==> src/rtl/ifetch.sv <==
// Instruction fetch stage: issues one fetch per cycle to a 1-cycle-latency
// instruction memory and buffers responses in a 2-entry FIFO feeding decode.
module ifetch #(
    parameter int DATA_W = 32
) (
    input  logic              clk,
    input  logic              reset,
    input  logic [DATA_W-1:0] pc,
    input  logic              branch_taken,
    output logic [DATA_W-1:0] imem_addr,
    output logic              imem_en,
    input  logic [DATA_W-1:0] imem_rdata,
    output logic              pc_hold,
    output logic [DATA_W-1:0] if_instr,
    output logic [DATA_W-1:0] if_pc,
    output logic              if_valid,
    input  logic              id_ready
);

    logic              req_valid;
    logic [DATA_W-1:0] req_pc;

    logic [DATA_W-1:0] fifo_instr [2];
    logic [DATA_W-1:0] fifo_pc    [2];
    logic              wr_ptr;
    logic              rd_ptr;
    logic [1:0]        count;

    logic              push;
    logic              pop;
    logic [2:0]        occupancy;

    assign if_valid = (count != 2'd0);
    assign push     = req_valid && !branch_taken;
    assign pop      = if_valid && id_ready && !branch_taken;

    // Slots that will be committed next cycle if nothing new is issued now;
    // stalling at 2 guarantees every issued fetch has a free slot to land in.
    assign occupancy = {1'b0, count} - {2'b00, pop} + {2'b00, req_valid};
    assign pc_hold   = !reset && !branch_taken && (occupancy >= 3'd2);
    assign imem_en   = !reset && !pc_hold;
    assign imem_addr = pc;

    // Head of the buffer comes straight from storage registers.
    assign if_instr = fifo_instr[rd_ptr];
    assign if_pc    = fifo_pc[rd_ptr];

    // Request stage: remember which PC the memory is answering next cycle.
    always_ff @(posedge clk) begin
        if (reset) begin
            req_valid <= 1'b0;
            req_pc    <= '0;
        end else begin
            req_valid <= imem_en && !branch_taken;
            if (imem_en) begin
                req_pc <= pc;
            end
        end
    end

    // Buffer stage: capture responses, release to decode in fetch order.
    always_ff @(posedge clk) begin
        if (reset) begin
            wr_ptr <= 1'b0;
            rd_ptr <= 1'b0;
            count  <= 2'd0;
            for (int i = 0; i < 2; i++) begin
                fifo_instr[i] <= '0;
                fifo_pc[i]    <= '0;
            end
        end else if (branch_taken) begin
            wr_ptr <= 1'b0;
            rd_ptr <= 1'b0;
            count  <= 2'd0;
        end else begin
            if (push) begin
                fifo_instr[wr_ptr] <= imem_rdata;
                fifo_pc[wr_ptr]    <= req_pc;
                wr_ptr             <= ~wr_ptr;
            end
            if (pop) begin
                rd_ptr <= ~rd_ptr;
            end
            count <= count + {1'b0, push} - {1'b0, pop};
        end
    end

endmodule

==> config.mk <==
export PLATFORM = sky130hd
export DESIGN_NAME = ifetch
export DESIGN_NICKNAME = d
export VERILOG_FILES = /design/src/rtl/ifetch.sv
export SDC_FILE = /design/constraint.sdc
export NUM_CORES = 1
export LEC_CHECK = 0
export BUFFER_PORTS_ARGS = -buffer_cell sky130_fd_sc_hd__buf_2
export CAP_MARGIN = 15
export CELL_PAD_IN_SITES_DETAIL_PLACEMENT = 0
export CELL_PAD_IN_SITES_GLOBAL_PLACEMENT = 2
export CORE_ASPECT_RATIO = 0.75
export CORE_MARGIN = 3
export CORE_UTILIZATION = 37
export DETAILED_ROUTE_END_ITERATION = 8
export PLACE_DENSITY_LB_ADDON = 0.25
export SLEW_MARGIN = 40
export SYNTH_ARGS = -nofsm -noshare
export SYNTH_HDL_FRONTEND = slang
export SYNTH_SLANG_ARGS = --single-unit
==> constraint.sdc <==
create_clock -name clk -period 4.9 [get_ports clk]
set_clock_uncertainty 0.1 [all_clocks]
set_input_delay 0.245 -clock clk [delete_from_list [all_inputs] [get_ports clk]]
set_output_delay 0.245 -clock clk [all_outputs]
set_load 0.1 [all_outputs]
== Word level (Yosys, flattened, before mapping) ==
Memories as Yosys holds them, arrays and structs flattened. A register that Yosys moved wholly into a read port is not among the register bits.
Cells that the tools add are included.
Storage, ports and cells
  output and inout port bits: 99
  memories kept: 2
  memory bits (writable): 128
  word-level logic and storage cells: 44
  register bits: 37
Memory list
  fifo_instr: depth 2, bits a word 32, read ports 1, clocked after Yosys merged registers in 1, wr ports 2, RTL line 23  | logic [DATA_W-1:0] fifo_instr [2];
  fifo_pc: depth 2, bits a word 32, read ports 1, clocked after Yosys merged registers in 1, wr ports 2, RTL line 24  | logic [DATA_W-1:0] fifo_pc [2];
Cells by class
  order comparisons: 1
  $add $sub $neg: 4
  bitwise operators: 2
  reductions and logical operators: 14
  mux-type cells: 16
Operators by type and width (count)
  32-bit 2-to-1 mux: 2
  32-bit OR reduction: 2
  1-bit 2-to-1 mux: 14
  1-bit logical AND: 7
  3-bit by 1-bit adder with 3-bit output: 1
  3-bit by 2-bit greater-or-equal comparator with 1-bit output (second input constant): 1
  1-bit zero test: 3
  2-bit by 1-bit subtractor with 3-bit output: 1
  2-bit by 1-bit adder with 2-bit output: 1
  1-bit NOT: 2
  2-bit nonzero test: 1
  2-bit OR reduction: 1
  2-bit by 1-bit subtractor with 2-bit output: 1

== Depth between registers and ports, before layout ==
Gate-level depths: netlist of run 1.
  depth in word-level cells: 10
  gate-level depth with buffers: 10

== Worst setup path after synthesis of run 1 ==
No wires, ideal clock.
  path type: in2out
  start: input branch_taken
  end: output imem_en
  arrival: 3881 ps
  stages on the path: 10
  path slack: 674 ps
  required time: 4555 ps
  path through: clkbuf_1 -> or4_1 -> a21boi_0 -> fa_1 -> inv_1 -> a211o_1 -> buf_6 -> buf_12 -> inv_1 -> nor2_1
Between the ends
  word-level cells in the longest chain between the ends: 8
Ends and longest elaborated chain
  start, declared: RTL line 9  | input logic branch_taken,
  1-bit zero test *: RTL line 35, 40
  1-bit logical AND: RTL line 35  | assign pop = if_valid && id_ready && !branch_taken;
  2-bit by 1-bit subtractor with 3-bit output: RTL line 39  | assign occupancy = {1'b0, count} - {2'b00, pop} + {2'b00, req_valid};
  3-bit by 1-bit adder with 3-bit output: RTL line 39
  3-bit by 2-bit greater-or-equal comparator with 1-bit output: RTL line 40  | assign pc_hold = !reset && !branch_taken && (occupancy >= 3'd2);
  1-bit logical AND *: RTL line 40
  via pc_hold: RTL line 13  | output logic pc_hold,
  1-bit zero test *: RTL line 41  | assign imem_en = !reset && !pc_hold;
  1-bit logical AND *: RTL line 41
  end, declared: RTL line 11  | output logic imem_en,
The timed path passes the listed nets; every way through them passes the cells marked *.

== Worst setup path after layout of run 1 ==
  start: register count[1]
  end: output imem_en
Between the ends
  word-level cells in the longest chain between the ends: 9
Ends and longest elaborated chain
  start, declared: RTL line 27  | logic [1:0] count;
  start signal, assigned: RTL line 84  | count <= count + {1'b0, push} - {1'b0, pop};
  2-bit nonzero test: RTL line 33  | assign if_valid = (count != 2'd0);
  1-bit logical AND (2 in series): RTL line 35
  2-bit by 1-bit subtractor with 3-bit output *: RTL line 39
  3-bit by 1-bit adder with 3-bit output *: RTL line 39
  3-bit by 2-bit greater-or-equal comparator with 1-bit output *: RTL line 40
  1-bit logical AND *: RTL line 40
  1-bit zero test *: RTL line 41
  1-bit logical AND *: RTL line 41
Mark *: on every way between the ends. The rest lies on a longest branch, timed or not.

==> results of run 1 <==
kinds of logic (layout without fill, tap and decap cells):
kind of cell / after synthesis / in the layout
buf+inv: 68 / 227
fa+ha+maj: 2 / 2
mux: 98 / 98
simple gates: 187 / 187
flops: 166 / 166
xor+xnor: 4 / 4
compound gates: 6 / 6
per-stage QoR:
step	power (uW)	setup slack [ns]
2_1_floorplan	2090	0.674
3_3_place_gp	2170	1.48
3_5_place_dp	2180	1.38
4_1_cts	3570	0.916
5_1_grt	3660	0.704
6_report	3540	0.983
area by class of cell:
class | instances | share of cell area (%)
Tap cell | 253 | 3.47
Multi-Input combinational cell | 297 | 26.9
Clock buffer | 18 | 4.71
Sequential cell | 166 | 50.6
Timing Repair Buffer | 191 | 12.1
Inverter | 5 | 0.206
Clock inverter | 13 | 1.99
path summary, 6_finish.rpt:
check,start,end,slack (ns),cells past startpoint
worst max-delay path,count[1],imem_en,0.98,9
worst min-delay path,imem_rdata[24],fifo_instr[1][24],0.03,2
worst max register to register,count[1],req_pc[27],1.78,7
worst min register to register,req_pc[31],req_pc[31],0.38,2
report_power, final:
| part | leakage (uW) | internal [uW] | switching (uW) |
|---|---|---|---|
| Combinational | 0.00189 | 117 | 436 |
| Sequential | 0.00165 | 1580 | 21.5 |
| Clock | 0.000287 | 849 | 536 |
cells in the final DEF, fill, tap and decap left out, types with 2 or more instances in the layout:
cell,count
buf_2,166
and2_1,128
edfxtp_1,128
mux2_2,68
dfxtp_1,37
nor2b_1,22
nand2b_1,20
mux2_4,18
clkbuf_16,17
dlygate4sd3_1,15
mux2i_1,12
inv_1,5
buf_4,5
bufinv_16,4
xor2_1,3
nor2_1,3
nor3_1,3
clkinvlp_4,3
buf_12,3
o21ai_0,2
clkinv_4,2
clkinv_1,2
metal layers:
layer	vias up	track usage, %	share of wire (%)
met2	113	24.1	48
met1	2061	19.1	46
met5	-	0	0
met3	7	3.56	4.9
li1	2098	-	-
met4	0	3.86	0.77
flip-flops by register name, indices dropped and copies added, names as in the netlist, named ones only:
name        cells
req_valid       1
count           2
wr_ptr          1
req_pc         32
rd_ptr          1
fifo_pc        64
fifo_instr     64
timing repair:
item | CTS | global route
hold endpoints to repair | 18 | 0
hold buffers | 15 | 0
setup endpoints to repair | 0 | 0
==> impl_metrics.csv, run 1 <==
group,metric,value,unit
outcome,status,"finished, final reports clean",
sta,rsz0062_at_grt,"no",
route,ant_nets,0,
floorplan,io_pins,167,
sta,post-route-min-period,3.92,ns
sta,final-setup-viol-count,0,
route,drt-total-wl,15300,microns
sta,worst_slew_pin_slew,0.792,ns
sta,finalSetupTns,0,ns
sta,hold_ws,0.0252,ns
synth,synth_warnings,0,
synth,synth-simple-area-share,15.6,%
sta,final-hold-violation-count,0,
synth,synth_compound_area_share,0.520,%
floorplan,start_util,38.2,%
setup_path,path_delay_family,"compound AO/OA/AOI/OAI gates",
clocking,post_cts_buffers,0,
synth,synth_ff_type,"edfxtp_1",
clocking,cts.clk_slew.worst_paths,0.06,ns
synth,netlist_top_cells_area,"edfxtp_1, and2_1, mux2_2, dfxtp_1, mux2_4",
clocking,clk-insertion-delay-late,0.41,ns
hold_path,hold_class,"in -> reg",
final_layout,seqCellArea,4610,sq um
sta,fmax,255,MHz
synth,synthTopCellsByCount,"and2_1, edfxtp_1, mux2_2, dfxtp_1, buf_4",
placement,io_buffer_count,166,
final_layout,multi_input_area,2460,sq um
global_routing,grt_max_degree,65,
setup_path,slowest_stage,"a211o_2",
clocking,clock_path_buffers,2,
synth,synthXorXnorAreaFrac,0.470,%
placement,gp_congestion,0.727,
floorplan,die_width,170,microns
pwr,ir_drop,0.160,mV
floorplan,die_h,129,microns
setup_path,path_cells,"inv_1 > or4_1 > a21boi_0 > fa_1 > inv_1 > a211o_2 > inv_1 > nor2_1 > buf_2",
sta,max_slew_margin,47.1,%
global_routing,grt_pass1_wl,24000,microns
final_layout,syn_to_final_growth,22.2,%
pwr,leakagePower,0.00382,uW
synth,async_flop_share,0,%
placement,place_area,8350,sq um
global_routing,first_global_vias,4494,
synth,synth-seq-cells,166,
synth,synth-seq-area-share,61.7,%
route,drc,0,
clocking,htreeDepth,4,
clocking,clock_sinks,166,
final_layout,final_util,46.6,%
synth,synth_edf_count,128,
final_layout,design_area,9110,sq um
synth,yosysTopAreaCellShare,51.5,%
route,viasPerCell,4.54,
final_layout,layout-drive-gt1-share,43.3,%
final_layout,fin_cells,943,
sta,fin_crit_sh,79.9,%
floorplan,coreArea,19500,sq um
route,num_vias,4279,
setup_path,slowest_delay,0.65,ns
global_routing,track_usage,14.5,%
clocking,numCtsBuffers,17,
sta,slew_viol_final,0,
setup_path,critPathLaunchType,"flip-flop",
setup_path,critical_path_class,"reg -> out",
clocking,post_cts_resized,0,
setup_path,crit_fanout,24,
clocking,clock-root-buffer,"clkbuf_16",
synth,syn_area_per_cell,14.0,sq um
synth,yosys.area.top_type,"edfxtp_1",
setup_path,cp_num_buf_inv,4,
route,wire_per_inst,16.3,microns
final_layout,antennaDiodeCount,0,
floorplan,rows,44,
run,maxCapViolations,0,
clocking,cts_tree,"done",
synth,synth_fa_ha_area_share,0.436,%
route,drt_pass1_iterations,4,
synth,netlist_instances,531,
final_layout,fillerInstances,1790,
synth,syn_nets,601,
route,drtIter0Drc,279,
final_layout,nets,748,
synth,ys_types,35,
setup_path,critPathCaptureType,"output pin",
placement,place_inst,897,
floorplan,die_area,21900,sq um
synth,synth_top_family_by_area,"simple AND/OR/NAND/NOR gates",
global_routing,grt-ovfl-total,0,
synth,syn_area,7460,sq um
pwr,powerDensity,388,nW/um^2
placement,dp_hpwl,9690,microns
setup_path,arrival,3.57,ns
setup_path,crit_required,4.55,ns
setup_path,crit_top_cell,"inv_1",
synth,synthMuxAreaShare,15.5,%
global_routing,antenna_found_initial,0,
Note: power is estimated with default switching activity, not from simulation.
==> run 2: changes to the inputs <==
Settings changed: CORE_UTILIZATION 37 to 33.
Clock period 4.9 ns to 3.2 ns, I/O delays scaled along.
==> run 2 against run 1 <==
Compared with the run above: power rose by 50%; design area increased by 4.2%; final cell count rose by 7.5%; non-clock buffer count grew 36; die area is 12% higher; sequential share of layout area fell by 2.0 points; clock power up 43%; sequential power rose by 53%; first-iteration DRC count fell by 33%; global-route usage shrank 1.2 points; critical path depth unchanged; critical path type is now in -> out; highest routed layer unchanged.
==> impl_metrics.csv, run 2 (synthesis gave the netlist of run 1 again) <==
group,metric,value,unit
outcome,status,"finished, final reports clean",
final_layout,fin_cells,1014,
pwr,powerDensity,558,nW/um^2
sta,fin_ws,0.167,ns
clocking,clock-root-buffer,"clkbuf_16",
hold_path,hold_class,"in -> reg",
setup_path,path_cells,"dlygate4sd3_1 > buf_2 > or4_1 > fa_1 > xor2_1 > a211o_2 > inv_1 > nor2_2 > buf_12",
setup_path,reg2reg_slack,0.47,ns
placement,place_inst,933,
clocking,clock_sinks,166,
pwr,leakagePower,0.00396,uW
global_routing,first_global_vias,4612,
setup_path,crit_required,2.94,ns
setup_path,rr_worst_depth,7,
setup_path,path_delay_family,"buffers and inverters",
sta,max_slew_margin,49.4,%
clocking,htreeDepth,4,
sta,rsz0062_at_grt,"no",
sta,finalSetupTns,0,ns
final_layout,top_regs,"fifo_instr: 64 flops, fifo_pc: 64 flops, req_pc: 32 flops",
route,num_vias,4420,
route,drc,0,
pwr,seqPwrFrac,46.2,%
setup_path,cp_num_buf_inv,4,
pwr,switching_share,29.0,%
placement,dp_hpwl,9840,microns
floorplan,coreArea,21600,sq um
final_layout,final_common_cell,"buf_2",
setup_path,crit_fanout,12,
route,drtIter0Drc,187,
global_routing,track_usage,13.3,%
global_routing,grt_max_degree,65,
setup_path,critPathLaunchType,"primary input",
hold_path,min_path_cells,3,
placement,io_buffer_count,166,
pwr,power.switching,1530,uW
final_layout,syn_to_final_growth,27.3,%
final_layout,layout-drive-gt1-share,41.5,%
hold_path,hp-start,"pc[17]",
placement,gp_congestion,0.750,
final_layout,fillerInstances,2047,
route,wire_per_inst,15.7,microns
floorplan,die_h,136,microns
sta,worst_slew_pin_slew,0.756,ns
pwr,p_int,3760,uW
placement,place_ws,0.349,ns
run,maxCapViolations,0,
pwr,pwr-share-comb,16.7,%
route,viasPerCell,4.36,
floorplan,rows,46,
sta,final-setup-viol-count,0,
floorplan,die_area,24500,sq um
clocking,clk-insertion-delay-late,0.42,ns
hold_path,hold_path_end,"req_pc[17]",
route,drt_pass1_iterations,4,
clocking,cts.clk_slew.worst_paths,0.06,ns
setup_path,slowest_delay,0.58,ns
sta,post-route-min-period,3.03,ns
clocking,numCtsBuffers,17,
clocking,cts_tree,"done",
sta,fin_crit_sh,94.8,%
sta,slew_viol_final,0,
sta,final-hold-violation-count,0,
pwr,ir_drop,0.328,mV
floorplan,start_util,34.5,%
clocking,post_cts_buffers,0,
final_layout,antennaDiodeCount,0,
clocking,clock_path_buffers,2,
setup_path,slowest_stage,"or4_1",
global_routing,grt-ovfl-total,0,
final_layout,nets,784,
final_layout,final_util,43.9,%
setup_path,critical_path_class,"in -> out",
route,ant_nets,0,
setup_path,arrival,2.77,ns
pwr,p_clk_share,37.1,%
setup_path,r2r_start,"count[1]",
setup_path,critPathCaptureType,"output pin",
setup_path,rr_endpoint,"req_pc[6]",
global_routing,antenna_found_initial,0,
global_routing,grt_pass1_wl,25100,microns
sta,fmax,330,MHz
floorplan,io_pins,167,
final_layout,layout_common_cells,"buf_2, and2_1, edfxtp_1",
route,drt-total-wl,15900,microns
floorplan,die_width,180,microns
pwr,total_power,5300,uW
[run 2: changes by cell type in the layout (fill, tap and decap cells not counted), sizes merged]
cell and delta:
inv +1, buf +1, dlygate4sd3 +35, clkinvlp -2, clkinv +3, bufinv -2
[run 2: area by class of cell]
type	count	area, sq um	share of cell area [%]
Clock buffer	18	429	4.52
Inverter	5	18.8	0.198
Sequential cell	166	4610	48.6
Timing Repair Buffer	227	1490	15.6
Clock inverter	13	133	1.40
Tap cell	288	360	3.80
Multi-Input combinational cell	297	2460	25.9
[run 2: power by group through the flow]
stage | Sequential (uW) | Clock (uW) | Combinational [uW]
4_1_cts | 2450 | 2030 | 893
3_3_place_gp | 2490 | 0 | 838
2_1_floorplan | 2490 | 0 | 704
3_5_place_dp | 2500 | 0 | 844
6_report | 2450 | 1970 | 884
5_1_grt | 2460 | 2110 | 923
[run 2: what timing repair did]
action / 4_1_cts / 5_1_grt
hold buffers: 50 / 0
endpoints found under the hold margin: 84 / 0
resized for setup: 1 / 3
setup endpoints to repair: 1 / 2
[run 2: how the worst max path moves through the flow]
stage,to,depth (start not counted),startpoint,slack (ns)
3_3_place_gp,req_pc[10],8,count[1],0.46
6_report,imem_en,9,branch_taken,0.17
5_1_grt,imem_en,10,branch_taken,0.07
3_5_place_dp,req_pc[6],8,count[1],0.35
4_1_cts,pc_hold,7,count[1],0.07
2_1_floorplan,imem_en,10,count[1],-0.47
[run 2: per-stage QoR]
step           hold slack [ns]  area (sq um)
2_1_floorplan            0.212          7470
3_3_place_gp             0.336          8380
3_5_place_dp             0.343          8420
4_1_cts                0.00288          9490
5_1_grt                 0.0242          9490
6_report                0.0166          9490
[run 2: routing by layer]
metal	up-vias	routed length (microns)	GRT usage, %
met5	-	0	0
met4	0	131	3.99
met3	14	711	3.26
met2	119	7400	21.0
met1	2129	7700	18.2
li1	2158	-	-
[run 2: worst min-delay path: cells and delay by family]
| family | cells | cell delay [ns] |
|---|---|---|
| multiplexers | 1 | 0.14 |
| buffers and inverters | 1 | 0.08 |
| AND/OR/NAND/NOR | 1 | 0.12 |
==> run 3: changes to the inputs <==
--- a/constraint.sdc
+++ b/constraint.sdc
@@ -4,2 +4,2 @@
 set_output_delay 0.16 -clock clk [all_outputs]
-set_load 0.1 [all_outputs]
+set_load 0.05 [all_outputs]
==> run 3 against run 2 <==
Compared with the run above: maximum frequency increased by 0.14%; sequential share of layout area grew 0.12 points; worst setup slack improved by 0.0044 ns; register-to-register slack about the same; global-route usage rose by 0.26 points; highest routed layer unchanged; via count grew 1.2%; combinational power decreased by 31%; utilization shrank 0.10 points; hold slack about the same.
==> impl_metrics.csv, run 3 (synthesis gave the netlist of run 1 again) <==
group,metric,value,unit
outcome,status,"finished, final reports clean",
pwr,p_int,3780,uW
global_routing,grt_max_degree,65,
setup_path,critPathLaunchType,"primary input",
route,drtIter0Drc,171,
global_routing,grt-ovfl-total,0,
sta,final-hold-violation-count,0,
setup_path,crit_required,2.94,ns
clocking,cts_tree,"done",
global_routing,antenna_found_initial,0,
floorplan,coreArea,21600,sq um
pwr,powerDensity,536,nW/um^2
route,drt-total-wl,16100,microns
route,ant_nets,0,
floorplan,io_pins,167,
placement,gp_congestion,0.764,
pwr,power.switching,1300,uW
clocking,numCtsBuffers,17,
floorplan,die_width,180,microns
route,viasPerCell,4.41,
setup_path,crit_fanout,12,
final_layout,multi_input_area,2460,sq um
pwr,switching_share,25.6,%
clocking,htreeDepth,4,
placement,place_ws,0.409,ns
final_layout,nets,783,
final_layout,seqCellArea,4610,sq um
route,drt_pass1_iterations,4,
setup_path,reg2reg_slack,0.47,ns
global_routing,track_usage,13.6,%
sta,rsz0062_at_grt,"no",
floorplan,rows,46,
route,num_vias,4474,
final_layout,layout-drive-gt1-share,42.0,%
setup_path,critical_path_class,"in -> out",
sta,final-setup-viol-count,0,
clocking,cts.clk_slew.worst_paths,0.07,ns
floorplan,die_h,136,microns
global_routing,grt_pass1_wl,25600,microns
sta,post-route-min-period,3.03,ns
sta,finalSetupTns,0,ns
sta,worst_slew_pin_slew,0.694,ns
final_layout,top_regs,"fifo_instr: 64 flops, fifo_pc: 64 flops, req_pc: 32 flops",
sta,fin_ws,0.172,ns
final_layout,layout_common_cells,"buf_2, and2_1, edfxtp_1",
pwr,ir_drop,0.302,mV
clocking,clock-root-buffer,"clkbuf_16",
final_layout,syn_to_final_growth,27.0,%
setup_path,arrival,2.77,ns
clocking,clk-insertion-delay-late,0.41,ns
sta,fmax,330,MHz
pwr,leakagePower,0.00395,uW
pwr,total_power,5080,uW
sta,slew_viol_final,0,
pwr,p_clk_share,39.7,%
final_layout,final_common_cell,"buf_2",
floorplan,start_util,34.5,%
route,drc,0,
final_layout,antennaDiodeCount,0,
clocking,post_cts_buffers,0,
run,maxCapViolations,0,
placement,io_buffer_count,166,
hold_path,hold_class,"in -> reg",
pwr,seqPwrFrac,48.2,%
global_routing,first_global_vias,4703,
clocking,clock_sinks,166,
pwr,pwr-share-comb,12.1,%
route,wire_per_inst,15.9,microns
final_layout,fillerInstances,2047,
placement,dp_hpwl,9970,microns
clocking,clock_path_buffers,2,
floorplan,die_area,24500,sq um
sta,max_slew_margin,53.8,%
setup_path,critPathCaptureType,"output pin",
sta,fin_crit_sh,94.6,%
-- run 3: cell types whose count changed in the layout (fill, tap and decap cells not counted), moves of 2 or more --
| cell | delta |
|---|---|
| dlygate4sd3_1 | -2 |
| clkinvlp_4 | +2 |
| clkinv_1 | -2 |
| clkbuf_4 | +2 |
| buf_4 | +2 |
| buf_12 | -2 |
-- run 3: what timing repair did --
| item | 4_1_cts | 5_1_grt |
|---|---|---|
| hold endpoints to repair | 82 | 0 |
| hold buffers | 48 | 0 |
| setup endpoints to repair | 0 | 2 |
| gates resized for setup | 0 | 4 |
-- run 3: worst paths after layout --
path	depth (start not counted)	end	startpoint
worst max-delay path	9	imem_en	branch_taken
worst max register to register	7	req_pc[7]	count[1]
worst min-delay path	3	req_pc[29]	pc[29]
worst min register to register	2	req_pc[22]	req_pc[22]
-- run 3: power groups by stage --
stage / registers [uW] / logic [uW] / clock network (uW)
6_report: 2450 / 614 / 2020
2_1_floorplan: 2490 / 438 / 0
5_1_grt: 2460 / 655 / 2160
3_3_place_gp: 2490 / 570 / 0
3_5_place_dp: 2500 / 575 / 0
4_1_cts: 2450 / 623 / 2080
-- run 3: per-stage QoR --
stage	utilization [%]	hold slack (ns)	cells	area (sq um)
CTS	43.7	0.000400	1014	9470
floorplan	-	0.212	531	7470
detailed placement	38.8	0.343	934	8400
global route	43.8	0.0257	1014	9470
global placement	38.7	0.336	932	8360
finish	43.8	0.0165	1014	9470
-- run 3: worst max-delay path, cell delays in order --
cell and delay (ns):
dlygate4sd3_1 0.52, buf_2 0.18, or4_1 0.57, fa_1 0.44, xor2_1 0.18, a211o_2 0.37
inv_1 0.10, nor2_2 0.04, clkbuf_4 0.22
-- run 3: layout make-up --
| type | instances | share of cell area, % |
|---|---|---|
| Timing Repair Buffer | 226 | 15.2 |
| Sequential cell | 166 | 48.7 |
| Clock inverter | 14 | 1.60 |
| Inverter | 5 | 0.198 |
| Multi-Input combinational cell | 297 | 26.0 |
| Tap cell | 288 | 3.80 |
| Clock buffer | 18 | 4.53 |
-- run 3: routing by layer --
layer  vias to the layer above  routed length, microns  global-route usage [%]  part of all wire [%]
met5                         -                       0                       0                     0
met4                         0                     149                    3.43                  0.93
met3                        13                     663                    3.34                   4.1
met2                       116                    7570                    22.0                    47
met1                      2182                    7720                    18.4                    48
li1                       2163                       -                       -                     -
